<file path="config.mk">
export PLATFORM = sky130hd
export DESIGN_NAME = tick_scheduler
export DESIGN_NICKNAME = d
export VERILOG_FILES = /design/src/rtl/tick_scheduler.sv
export SDC_FILE = /design/constraint.sdc
export NUM_CORES = 1
export LEC_CHECK = 0
export CAP_MARGIN = 15
export CORE_ASPECT_RATIO = 0.8
export CORE_MARGIN = 4
export CORE_UTILIZATION = 40
export CTS_BUF_LIST = sky130_fd_sc_hd__clkbuf_2 sky130_fd_sc_hd__clkbuf_4 sky130_fd_sc_hd__clkbuf_8
export DETAILED_ROUTE_END_ITERATION = 12
export PLACE_DENSITY = 0.56
export SLEW_MARGIN = 10
export SYNTH_ARGS = -nofsm -noshare
export SYNTH_HDL_FRONTEND = slang
export SYNTH_SLANG_ARGS = --single-unit
export TNS_END_PERCENT = 50
</file>
<file path="constraint.sdc">
create_clock -name clk -period 8.4 [get_ports clk]
set_input_delay 2.1 -clock clk [delete_from_list [all_inputs] [get_ports clk]]
set_output_delay 2.1 -clock clk [all_outputs]
set_load 0.02 [all_outputs]
</file>
<file path="src/rtl/tick_scheduler.sv">
`timescale 1ns/1ps
`default_nettype none
// tick_scheduler: prescaled base tick driving four periodic channels; fired channels are
// queued in a pending mask and issued round-robin through a one-deep event slot. Rev 1.0
module tick_scheduler #(
  parameter int BASE_DIV = 50000
) (
  input  logic       clk,
  input  logic       reset,
  input  logic       pause,
  input  logic       cfg_valid,
  output logic       cfg_ready,
  input  logic [1:0] cfg_chan,
  input  logic [9:0] cfg_period,
  input  logic       cfg_en,
  output logic       base_tick,
  output logic       ev_valid,
  output logic [1:0] ev_chan,
  input  logic       ev_ready,
  output logic [3:0] pending,
  output logic       overrun,
  input  logic       clr_overrun
);
  localparam int            PW         = $clog2(BASE_DIV);
  localparam logic [PW-1:0] PRESC_LAST = PW'(BASE_DIV - 1);

  typedef enum logic {C_IDLE = 1'b0, C_APPLY = 1'b1} cfg_state_t;
  typedef enum logic {E_EMPTY = 1'b0, E_HOLD = 1'b1} ev_state_t;

  cfg_state_t    cfg_state;
  ev_state_t     ev_state;
  logic [PW-1:0] presc;
  logic          tick_q;
  logic [3:0]    en;
  logic [9:0]    period [4];
  logic [9:0]    cnt    [4];
  logic [1:0]    rr_ptr;
  logic [1:0]    lat_chan;
  logic [9:0]    lat_period;
  logic          lat_en;
  logic [3:0]    fire;
  logic [3:0]    clr;
  logic [1:0]    sel;
  logic          sel_found;
  logic          set_ovr;

  // A tick pending when pause rises is held back and released on the first unpaused cycle.
  assign base_tick = tick_q & ~pause;

  always_ff @(posedge clk or posedge reset) begin
    if (reset) begin
      presc  <= '0;
      tick_q <= 1'b0;
    end else if (!pause) begin
      tick_q <= (presc == PRESC_LAST);
      presc  <= (presc == PRESC_LAST) ? '0 : presc + PW'(1);
    end
  end

  always_comb begin
    fire = '0;
    for (int i = 0; i < 4; i++) begin
      if (base_tick && en[i] && (period[i] != '0) && (cnt[i] == period[i] - 10'd1) &&
          !((cfg_state == C_APPLY) && (lat_chan == 2'(i))))
        fire[i] = 1'b1;
    end
  end

  // Descending scan so the smallest offset from rr_ptr is the one that sticks.
  always_comb begin
    sel       = rr_ptr;
    sel_found = 1'b0;
    for (int k = 3; k >= 0; k--) begin
      if (pending[rr_ptr + 2'(k)]) begin
        sel       = rr_ptr + 2'(k);
        sel_found = 1'b1;
      end
    end
  end

  always_comb begin
    clr = '0;
    if ((ev_state == E_EMPTY) && sel_found)
      clr[sel] = 1'b1;
    if ((cfg_state == C_APPLY) && !lat_en)
      clr[lat_chan] = 1'b1;
  end

  assign set_ovr = |(fire & pending & ~clr);

  always_ff @(posedge clk or posedge reset) begin
    if (reset) begin
      en         <= '0;
      pending    <= '0;
      overrun    <= 1'b0;
      rr_ptr     <= '0;
      cfg_state  <= C_IDLE;
      cfg_ready  <= 1'b1;
      lat_chan   <= '0;
      lat_period <= '0;
      lat_en     <= 1'b0;
      ev_state   <= E_EMPTY;
      ev_valid   <= 1'b0;
      ev_chan    <= '0;
      for (int i = 0; i < 4; i++) begin
        period[i] <= '0;
        cnt[i]    <= '0;
      end
    end else begin
      for (int i = 0; i < 4; i++) begin
        if (base_tick && en[i] && (period[i] != '0))
          cnt[i] <= fire[i] ? '0 : cnt[i] + 10'd1;
      end

      pending <= fire | (pending & ~clr);

      if (set_ovr)
        overrun <= 1'b1;
      else if (clr_overrun)
        overrun <= 1'b0;

      case (cfg_state)
        C_IDLE: begin
          if (cfg_valid) begin
            lat_chan   <= cfg_chan;
            lat_period <= cfg_period;
            lat_en     <= cfg_en;
            cfg_state  <= C_APPLY;
            cfg_ready  <= 1'b0;
          end
        end
        C_APPLY: begin
          // Placed after the counter update so the configuration write wins.
          en[lat_chan]     <= lat_en;
          period[lat_chan] <= lat_period;
          cnt[lat_chan]    <= '0;
          cfg_state        <= C_IDLE;
          cfg_ready        <= 1'b1;
        end
        default: begin
          cfg_state <= C_IDLE;
          cfg_ready <= 1'b1;
        end
      endcase

      case (ev_state)
        E_EMPTY: begin
          if (sel_found) begin
            ev_chan  <= sel;
            rr_ptr   <= sel + 2'd1;
            ev_state <= E_HOLD;
            ev_valid <= 1'b1;
          end
        end
        E_HOLD: begin
          if (ev_ready) begin
            ev_state <= E_EMPTY;
            ev_valid <= 1'b0;
          end
        end
        default: begin
          ev_state <= E_EMPTY;
          ev_valid <= 1'b0;
        end
      endcase
    end
  end
endmodule
`default_nettype wire
</file>
==> summary.txt, run 1 <==
Final layout
  • Number of diodes added for antenna fixing: 0
  • Area added between synthesis and finish: 12.7%
  • Multi-input gate area: 3500 µm²
  • Post-route cell area: 7680 µm²
  • Filler cell count: ~1600
  • Footprint of the flip-flops and latches: between 3000 and 4000 µm²
  • Ratio of cells with drive above 1 in the final layout: 13.9%
  • End-of-flow core utilization: a little under half
  • Final non-filler cell total: 918
  • Final #Nets: 724

Worst setup path
  • Critical path data arrival time: 3.71 ns
  • Most repeated library cell on the critical path: sky130_fd_sc_hd__clkdlybuf4s50_1
  • Setup slack of the worst register-to-register path: 5.57 ns
  • Required time worst endpoint: 6.30 ns
  • Cell-by-cell listing of the critical path: clkdlybuf4s50_1 > nor2b_1 > clkdlybuf4s50_1
  • Kind of end point of the critical path: primary output
  • Number of cells traversed by the worst register-to-register path: 7
  • Type of the setup path with the least slack: in -> out
  • Worst reg2reg endpoint: cnt[19]
  • CP max stage cell: sky130_fd_sc_hd__clkdlybuf4s50_1
  • Startpoint types: primary input
  • Worst Path Max Fanout: 8
  • Worst R2R Start: period[12]
  • Largest stage delay, worst path: 0.68 ns

Logic synthesis
  • Most instantiated flip-flop cell in the synthesis netlist: sky130_fd_sc_hd__dfrtp_1
  • Share of synthesized area occupied by flip-flops and latches: 46.7%
  • Biggest area consumer among synthesized cells: sky130_fd_sc_hd__dfrtp_1
  • Most common library cells after synthesis: sky130_fd_sc_hd__dfrtp_1, sky130_fd_sc_hd__nor2_1, sky130_fd_sc_hd__mux2_2
  • Number of synthesized flops with an enable pin: 0
  • Synth area leaders: sky130_fd_sc_hd__dfrtp_1, sky130_fd_sc_hd__mux2_2, sky130_fd_sc_hd__xor2_1, sky130_fd_sc_hd__xnor2_1, sky130_fd_sc_hd__nor2_1
  • Share of async-settable or async-resettable flops after synthesis: between 90% and 100%
  • Avg Inst Size Synth: 10.4 µm²
  • Most instantiated library cell after synthesis: sky130_fd_sc_hd__dfrtp_1
  • Area share of the leading cell type in the synthesized netlist: 46.3%
  • Warnings from Yosys: 0
  • Number of standard cells after synthesis: 657
  • Count of unique library cells instantiated by Yosys: 58
  • Area of the mapped netlist: 6810 µm²
  • Post-synth net total: 693
  • Number of synthesized register bits: 127

STA
  • Achievable clock frequency: 172 MHz
  • Final worst-path cycle share: around 69%
  • Total negative slack for setup checks: 0 ns
  • Final setup skew: 0.0111 ns
  • Worst relative slew slack: 26.5%
  • Max-slew violation count: 0
  • Min cycle time layout: 5.81 ns
  • Unrepaired setup endpoints after global routing: no
  • Number of failing hold endpoints at the final stage: 0
  • Measured slew at the worst slew-check pin: 1.10 ns
  • Final setup violating endpoints: 0

GRT
  • Total overflow reported by the global router: 0
  • Maximum number of pins on one net before global-route repair: 70
  • Via count of the first global-routing pass: 4896
  • Antenna violations before repair: 0
  • Global-route total usage across every layer: about 16%
  • First-pass GRT wire length: around 25 mm

CTS
  • Post-CTS setup buffer count: 0
  • Sinks on Clock Net: 127
  • Num CTS Buffers: 17
  • Root buffer cell: sky130_fd_sc_hd__clkbuf_8
  • PostCTS Resize Cnt: 0
  • Number of H-tree branching levels: 4
  • Clk Latency, worst-skew pair: 0.45 ns
  • Clock Tree Buf Depth: 2
  • CTS tree: done
  • Cts-stage hold buffer count: 0
  • Clock slew at reported path FFs: 0.06 ns

Detailed routing
  • Via count of the routed design: 4866
  • ANT nets after route: 0
  • DRC violation count after routing: 0
  • First-pass iteration count of the detailed router: 4
  • Final wirelength: between 10 and 15 mm
  • Final routed wire length divided by cell count: 15.7 µm
  • Initial DRC count: 269
  • Post-detailed-route via-to-cell ratio: 5.30

Floorplan
  • Width of the die: 154 µm
  • Number of primary I/O pins: 29
  • Starting Density: 41.0%
  • Cell row count: 42
  • Area of the die: 19200 µm²
  • Core outline area: 16600 µm²
  • DIE HEIGHT: roughly 120 µm

Pwr
  • P_leak: 3.38 nW
  • VDD IR-drop max: ~0.12 mV
  • Overall power: 2.08 mW
  • Power per standard cell area: ~270 nW/µm²

Worst hold path
  • Hold path startpoint: ev_chan[0]
  • Worst min-delay path endpoint: ev_chan[0]
  • Worst hold path stage count: 1
  • Worst hold path type: reg -> reg

Place
  • Number of placed instances with taps included: 889
  • PortBufs: 28
  • Placed cell area: 7320 µm²
  • Routability congestion estimate: 0.883
  • Hpwl dp: 10.4 mm

Run
  • Max capacitance violation total: 0

Status
  • Outcome: finished clean
[power by group]
group / internal (mW) / total [mW] / switching (mW) / leakage, nW
registers: 0.758 / 0.953 / 0.195 / 1.63
logic: 0.323 / 0.627 / 0.304 / 1.56
clock network: 0.273 / 0.500 / 0.226 / 0.191
[worst max-delay path: cells and delay by family]
family        cells  cell delay (ns)
buf+inv           2             1.23
simple gates      1             0.37
[flip-flops by register name, summed over array words and instances, names as in the netlist]
signal,flops
lat_en,1
cnt,40
en,4
lat_chan,2
overrun,1
cfg_ready,1
rr_ptr,2
ev_state,1
pending,4
ev_chan,2
lat_period,10
presc,16
tick_q,1
period,40
ev_valid,1
cfg_state,1
[metal layers]
metal / share of wire (%) / wire length [µm] / global-route usage [%] / up-vias
li1: - / - / - / 2375
met2: 45 / 6430 / 24.1 / 84
met4: 1.0 / 146 / 3.74 / 0
met3: 4.8 / 690 / 5.11 / 15
met5: 0 / 0 / 0 / -
met1: 49 / 7120 / 22.4 / 2392
[area by class of cell]
type | instances | share of cell area, %
clock buffer | 21 | 3.52
clock inverter | 8 | 1.21
inverter | 20 | 1.01
multi-input combinational | 493 | 45.5
sequential | 127 | 41.4
tap | 220 | 3.58
timing repair buffer | 29 | 3.75
[logic make-up (layout without fill, tap and decap cells)]
| kind of cell | Yosys count | count (layout) | synth area share, % |
|---|---|---|---|
| and+or+nand+nor | 249 | 249 | 19.1 |
| buffers and inverters | 37 | 78 | 2.09 |
| xor gates and xnor gates | 91 | 91 | 11.7 |
| AOI/OAI and AO/OA | 77 | 77 | 7.62 |
| muxes | 59 | 59 | 9.68 |
| adders and majority gates | 17 | 17 | 3.12 |
| DFF | 127 | 127 | 46.7 |
[worst max-delay path by stage]
stage	from	slack, ns	cells after the start	endpoint
6_report	pause	2.59	3	base_tick
5_1_grt	pause	2.52	3	base_tick
4_1_cts	pause	2.54	3	base_tick
3_5_place_dp	pause	2.54	3	base_tick
3_3_place_gp	pause	2.58	3	base_tick
2_1_floorplan	reset	2.92	1	cfg_state
[placed cells by master, fill, tap and decap left out, types with 5 or more instances in the layout]
| cell type | instances |
|---|---|
| sky130_fd_sc_hd__and3_1 | 20 |
| sky130_fd_sc_hd__nor3_1 | 13 |
| sky130_fd_sc_hd__o211ai_1 | 6 |
| sky130_fd_sc_hd__xnor2_1 | 41 |
| sky130_fd_sc_hd__nor2_1 | 76 |
| sky130_fd_sc_hd__and4_1 | 7 |
| sky130_fd_sc_hd__nand3_1 | 30 |
| sky130_fd_sc_hd__o21ai_0 | 14 |
| sky130_fd_sc_hd__clkinv_2 | 5 |
| sky130_fd_sc_hd__clkbuf_8 | 18 |
| sky130_fd_sc_hd__xor2_1 | 50 |
| sky130_fd_sc_hd__a21oi_1 | 18 |
| sky130_fd_sc_hd__nand2_1 | 35 |
| sky130_fd_sc_hd__nand4_1 | 10 |
| sky130_fd_sc_hd__inv_1 | 19 |
| sky130_fd_sc_hd__ha_1 | 17 |
| sky130_fd_sc_hd__nor2b_1 | 9 |
| sky130_fd_sc_hd__nand2b_1 | 12 |
| sky130_fd_sc_hd__clkdlybuf4s50_1 | 28 |
| sky130_fd_sc_hd__mux2_2 | 55 |
| sky130_fd_sc_hd__dfrtp_1 | 126 |
| sky130_fd_sc_hd__nand3b_1 | 6 |
[per-stage QoR]
stage	setup slack [ns]	hold slack, ns
CTS	2.54	0.486
global placement	2.58	0.458
floorplan	2.92	0.438
global route	2.52	0.496
finish	2.59	0.482
detailed placement	2.54	0.470
Note: power is estimated with default switching activity, not from simulation.
==> inputs of run 2 (changes only) <==
clock period = 5.6 ns   (was 8.4 ns; I/O delays follow)
==> summary.txt, run 2 (synthesis gave the netlist of run 1 again) <==
Status
  • Outcome: finished clean

STA
  • Achievable clock frequency: 225 MHz
  • Min cycle time layout: 4.44 ns
  • Final setup skew: 0.0121 ns (+0.000939 ns)
  • Total negative slack for setup checks: 0 ns (unchanged)
  • Setup slack after layout: 1.16 ns (-1.43 ns)
  • Final worst-path cycle share: approximately four fifths
  • Number of failing hold endpoints at the final stage: 0 (unchanged)
  • Worst relative slew slack: 31.1% (+4.6 points)
  • Final setup violating endpoints: 0 (unchanged)
  • Measured slew at the worst slew-check pin: 1.03 ns (-0.0645 ns)
  • Max-slew violation count: 0 (unchanged)
  • Unrepaired setup endpoints after global routing: no

Final layout
  • Final #Nets: 728 (+0.55%)
  • Area added between synthesis and finish: 14.0%
  • Final non-filler cell total: 925 (+0.76%)
  • Ratio of cells with drive above 1 in the final layout: 14.6% (+0.71 points)
  • Post-route cell area: 7770 µm² (+1.1%)
  • End-of-flow core utilization: 46.8% (+0.52 points)
  • Most used cells in the layout excluding fill and tap cells: sky130_fd_sc_hd__dfrtp_1, sky130_fd_sc_hd__nor2_1, sky130_fd_sc_hd__mux2_2
  • Top flop regs: cnt x40, period x40, presc x16
  • Filler cell count: 1558 (-0.76%)
  • Number of diodes added for antenna fixing: 0 (unchanged)
  • Most frequent standard cell in the layout excluding fill and tap cells: sky130_fd_sc_hd__dfrtp_1

Detailed routing
  • Final wirelength: 14.6 mm (+1.3%)
  • First-pass iteration count of the detailed router: 4 (unchanged)
  • Via count of the routed design: 4881 (+0.31%)
  • Post-detailed-route via-to-cell ratio: 5.28 (-0.45%)
  • Initial DRC count: 399 (+48%)
  • ANT nets after route: 0 (unchanged)
  • Final routed wire length divided by cell count: 15.7 µm (+0.49%)
  • DRC violation count after routing: 0 (unchanged)

CTS
  • Root buffer cell: sky130_fd_sc_hd__clkbuf_8
  • Sinks on Clock Net: 127 (unchanged)
  • Clock Tree Buf Depth: 2 (unchanged)
  • Num CTS Buffers: 17 (unchanged)
  • Number of H-tree branching levels: 4 (unchanged)
  • Clock slew at reported path FFs: 0.07 ns (about the same)
  • PostCTS Resize Cnt: 0 (unchanged)
  • Clk Latency, worst-skew pair: 0.44 ns (about the same)
  • CTS tree: done
  • Cts-stage hold buffer count: 0 (unchanged)
  • Post-CTS setup buffer count: 0 (unchanged)

Worst setup path
  • Critical path data arrival time: 3.04 ns (-0.67 ns)
  • CP max stage cell: sky130_fd_sc_hd__clkdlybuf4s50_1
  • Type of the setup path with the least slack: in -> out
  • Required time worst endpoint: 4.20 ns (-2.10 ns)
  • Category of cells accounting for the largest share of critical-path delay: buffers and inverters
  • Startpoint types: primary input
  • Worst Path Max Fanout: 8 (unchanged)
  • Largest stage delay, worst path: 0.68 ns (about the same)
  • Most repeated library cell on the critical path: sky130_fd_sc_hd__clkdlybuf4s50_1
  • Buffer and inverter count on the worst path: 2 (unchanged)
  • Cell-by-cell listing of the critical path: clkdlybuf4s50_1 > nor2b_1 > clkdlybuf4s50_1
  • Kind of end point of the critical path: primary output

Floorplan
  • Width of the die: 154 µm (unchanged)
  • DIE HEIGHT: 125 µm (unchanged)
  • Core outline area: 16600 µm² (unchanged)
  • Number of primary I/O pins: 29 (unchanged)
  • Area of the die: 19200 µm² (unchanged)
  • Starting Density: 41.0% (unchanged)
  • Cell row count: 42 (unchanged)

Pwr
  • VDD IR-drop max: 0.199 mV (+62%)
  • Switching part of the total power: 34.3% (-0.60 points)
  • Relative contribution of the clock network to total power: 25.8% (+1.8 points)
  • P_leak: 3.43 nW (+1.5%)
  • Power per standard cell area: 413 nW/µm² (+53%)
  • P_sw: 1.10 mW (+52%)
  • Internal power: 2.11 mW (+56%)
  • Sequential share of power: 44.8% (-1.0 points)
  • Combinational fraction of design power: 29.4% (-0.8 points)

Place
  • Routability congestion estimate: 0.872 (-1.3%)
  • PortBufs: 28 (unchanged)
  • Worst slack after detailed placement: 1.12 ns (-1.41 ns)
  • Placed cell area: 7350 µm² (+0.41%)
  • Number of placed instances with taps included: 893 (+0.45%)
  • Hpwl dp: 10.5 mm (+0.74%)

GRT
  • Via count of the first global-routing pass: 4950 (+1.1%)
  • Global-route total usage across every layer: 16.0% (+0.11 points)
  • Antenna violations before repair: 0 (unchanged)
  • Total overflow reported by the global router: 0 (unchanged)
  • First-pass GRT wire length: 25.0 mm (+1.5%)
  • Maximum number of pins on one net before global-route repair: 80 (+14%)

Worst hold path
  • Worst hold path type: reg -> reg

Run
  • Max capacitance violation total: 0 (unchanged)
[run 2: cell types whose count changed in the layout (fill, tap and decap cells not counted)]
cell,previous run,this run
sky130_fd_sc_hd__buf_4,1,5
sky130_fd_sc_hd__clkinvlp_4,1,0
sky130_fd_sc_hd__nor2_2,1,0
sky130_fd_sc_hd__clkinv_2,5,3
sky130_fd_sc_hd__clkbuf_4,3,4
sky130_fd_sc_hd__clkbuf_8,18,23
sky130_fd_sc_hd__nor2_1,76,77
[run 2: power by group through the flow]
| stage | combinational, mW | clock, mW | sequential, mW |
|---|---|---|---|
| global placement | 0.913 | 0 | 1.44 |
| floorplan | 0.756 | 0 | 1.36 |
| detailed placement | 0.939 | 0 | 1.45 |
| global route | 1.07 | 0.898 | 1.48 |
| CTS | 0.945 | 0.860 | 1.43 |
| finish | 0.943 | 0.829 | 1.44 |
[run 2: per-stage QoR]
step / power [mW] / hold slack (ns)
floorplan: 2.12 / 0.438
global placement: 2.35 / 0.457
detailed placement: 2.39 / 0.464
CTS: 3.24 / 0.478
global route: 3.45 / 0.506
finish: 3.21 / 0.477
[run 2: per-layer routing]
metal	vias to the layer above	track usage [%]	wire (µm)	part of all wire, %
met3	21	4.03	596	4.1
met4	0	5.14	234	1.6
met5	-	0	0	0
li1	2373	-	-	-
met1	2399	23.2	7400	51
met2	88	23.6	6330	43
[run 2: worst register-to-register path, delay by kind of cell, from the launching register on]
kind / cells / cell delay (ns)
flops: 1 / 0.43
compound gates: 3 / 0.89
simple gates: 4 / 1.43
[run 2: layout make-up]
type	count	area, µm²	share of cell area [%]
multi-input cells	493	3500	45.0
inverters	20	77.6	0.999
clock inverters	5	75.1	0.966
clock buffers	27	347	4.46
repair buffers	33	318	4.09
well taps	220	275	3.54
flip-flops and latches	127	3180	40.9
[run 2: final timing paths]
path	from	cells after the start	to	slack [ns]
max in group asynchronous	reset	3	cfg_state	3.06
min in group asynchronous	reset	2	cnt[13]	1.53
min reg2reg	presc[2]	1	presc[2]	0.48
min	presc[2]	1	presc[2]	0.48
max	pause	3	base_tick	1.16
max reg2reg	period[12]	7	cnt[14]	2.77
==> inputs of run 3 (changes only) <==
PLACE_DENSITY = 0.59   (was 0.56)
clock period = 3.8 ns   (was 5.6 ns; I/O delays follow)
==> summary.txt, run 3 (synthesis gave the netlist of run 1 again) <==
Status
  • Outcome: finished clean

Worst setup path
  • Critical path data arrival time: 2.40 ns (-0.64 ns)
  • Setup slack of the worst register-to-register path: 1.03 ns (-1.74 ns)
  • Critical Path Source: pause
  • Worst setup endpoint: base_tick
  • Worst reg2reg endpoint: cnt[11]
  • CP max stage cell: sky130_fd_sc_hd__clkdlybuf4s50_1
  • Most repeated library cell on the critical path: sky130_fd_sc_hd__clkdlybuf4s50_1
  • Type of the setup path with the least slack: in -> out
  • Number of cells traversed by the worst register-to-register path: 7 (unchanged)
  • Largest stage delay, worst path: 0.68 ns (about the same)
  • Cell-by-cell listing of the critical path: clkdlybuf4s50_1 > nor2b_1 > clkdlybuf4s50_1
  • Required time worst endpoint: 2.85 ns (-1.35 ns)
  • Worst Path Max Fanout: 3 (-5)
  • Worst R2R Start: period[13]
  • Startpoint types: primary input
  • Kind of end point of the critical path: primary output

CTS
  • Sinks on Clock Net: 127 (unchanged)
  • Clock Tree Buf Depth: 2 (unchanged)
  • Post-CTS setup buffer count: 0 (unchanged)
  • Clk Latency, worst-skew pair: 0.44 ns (about the same)
  • Cts-stage hold buffer count: 0 (unchanged)
  • Number of H-tree branching levels: 4 (unchanged)
  • PostCTS Resize Cnt: 0 (unchanged)
  • Root buffer cell: sky130_fd_sc_hd__clkbuf_8
  • Clock slew at reported path FFs: 0.07 ns (about the same)
  • Num CTS Buffers: 17 (unchanged)
  • CTS tree: done

STA
  • Final worst-path cycle share: 88.1%
  • Total negative slack for setup checks: 0 ns (unchanged)
  • Unrepaired setup endpoints after global routing: no
  • Min cycle time layout: 3.35 ns
  • Final setup skew: 0.00926 ns (-0.00281 ns)
  • Number of failing hold endpoints at the final stage: 0 (unchanged)
  • Worst relative slew slack: 25.8% (-5.3 points)
  • Max-slew violation count: 0 (unchanged)
  • Final setup violating endpoints: 0 (unchanged)
  • Achievable clock frequency: 299 MHz
  • Measured slew at the worst slew-check pin: 1.11 ns (+0.0740 ns)

Pwr
  • Combinational fraction of design power: 29.9% (+0.5 points)
  • Relative contribution of the clock network to total power: 25.0% (-0.8 points)
  • P_leak: 3.45 nW (+0.64%)
  • Internal power: 3.07 mW (+45%)
  • P_sw: 1.63 mW (+48%)
  • Sequential share of power: 45.1% (+0.3 points)
  • Power per standard cell area: 599 nW/µm² (+45%)
  • VDD IR-drop max: 0.314 mV (+58%)
  • Switching part of the total power: 34.7% (+0.39 points)

Final layout
  • Most used cells in the layout excluding fill and tap cells: sky130_fd_sc_hd__dfrtp_1, sky130_fd_sc_hd__nor2_1, sky130_fd_sc_hd__mux2_2
  • Ratio of cells with drive above 1 in the final layout: 15.1% (+0.48 points)
  • End-of-flow core utilization: 47.2% (+0.38 points)
  • Most frequent standard cell in the layout excluding fill and tap cells: sky130_fd_sc_hd__dfrtp_1
  • Area added between synthesis and finish: 14.9%
  • Post-route cell area: 7830 µm² (+0.81%)
  • Top flop regs: cnt x40, period x40, presc x16
  • Final non-filler cell total: 929 (+0.43%)
  • Final #Nets: 735 (+0.96%)
  • Number of diodes added for antenna fixing: 0 (unchanged)

Place
  • Number of placed instances with taps included: 900 (+0.78%)
  • Hpwl dp: 11.0 mm (+4.1%)
  • Placed cell area: 7440 µm² (+1.2%)
  • PortBufs: 28 (unchanged)
  • Routability congestion estimate: 0.851 (-2.4%)

GRT
  • Maximum number of pins on one net before global-route repair: 37 (-54%)
  • First-pass GRT wire length: 25.4 mm (+1.7%)
  • Total overflow reported by the global router: 0 (unchanged)
  • Global-route total usage across every layer: 16.5% (+0.42 points)
  • Via count of the first global-routing pass: 5011 (+1.2%)
  • Antenna violations before repair: 0 (unchanged)

Detailed routing
  • Initial DRC count: 321 (-20%)
  • ANT nets after route: 0 (unchanged)
  • Final routed wire length divided by cell count: 16.1 µm (+2.1%)
  • Post-detailed-route via-to-cell ratio: 5.27 (about the same)
  • Via count of the routed design: 4898 (+0.35%)
  • First-pass iteration count of the detailed router: 4 (unchanged)
  • DRC violation count after routing: 0 (unchanged)
  • Final wirelength: 14.9 mm (+2.6%)

Floorplan
  • DIE HEIGHT: 125 µm (unchanged)
  • Width of the die: 154 µm (unchanged)
  • Core outline area: 16600 µm² (unchanged)
  • Starting Density: 41.0% (unchanged)
  • Cell row count: 42 (unchanged)
  • Number of primary I/O pins: 29 (unchanged)
  • Area of the die: 19200 µm² (unchanged)

Run
  • Max capacitance violation total: 0 (unchanged)

Worst hold path
  • Worst hold path type: reg -> reg
run 3: changes by cell type in the layout (fill, tap and decap cells not counted), sizes merged:
cell      change
clkinvlp      +2
inv           -1
clkbuf        -4
buf           +7
run 3: worst max-delay path, delay by kind of cell:
family                 cells  cell delay, ns
AND/OR/NAND/NOR            1            0.33
buffers and inverters      2            1.11
run 3: metal layers:
metal,up-vias,track usage [%],part of all wire (%),routed length [µm]
met3,13,3.54,3.6,544
met5,-,0,0,0
met2,75,24.6,44,6590
met4,0,5.50,1.2,186
met1,2419,23.8,51,7620
li1,2391,-,-,-
run 3: final cells by class:
| cell class | count | area, µm² |
|---|---|---|
| multi-input cells | 493 | 3500 |
| fillers | 1549 | 8780 |
| inverters | 20 | 78.8 |
| flip-flops and latches | 127 | 3180 |
| clock buffers | 23 | 310 |
| repair buffers | 40 | 408 |
| well taps | 220 | 275 |
| clock inverters | 6 | 82.6 |
run 3: worst min-delay path by stage:
stage | start | end | slack (ns) | depth (start not counted)
floorplan | presc[2] | presc[2] | 0.44 | 1
global placement | presc[2] | presc[2] | 0.46 | 1
detailed placement | presc[2] | presc[2] | 0.46 | 1
CTS | presc[2] | presc[2] | 0.47 | 1
global route | presc[2] | presc[2] | 0.50 | 1
finish | presc[2] | presc[2] | 0.47 | 1
run 3: power groups by stage:
stage	combinational, mW	clock (mW)	sequential, mW
floorplan	1.11	0	2.01
global placement	1.36	0	2.11
detailed placement	1.40	0	2.14
CTS	1.42	1.21	2.11
global route	1.59	1.28	2.17
finish	1.40	1.17	2.11
run 3: per-stage QoR:
stage,hold WS (ns),setup slack (ns),power (mW)
floorplan,0.438,0.981,3.12
global placement,0.456,0.418,3.48
detailed placement,0.457,0.394,3.54
CTS,0.474,0.404,4.74
global route,0.501,0.365,5.04
finish,0.474,0.453,4.69
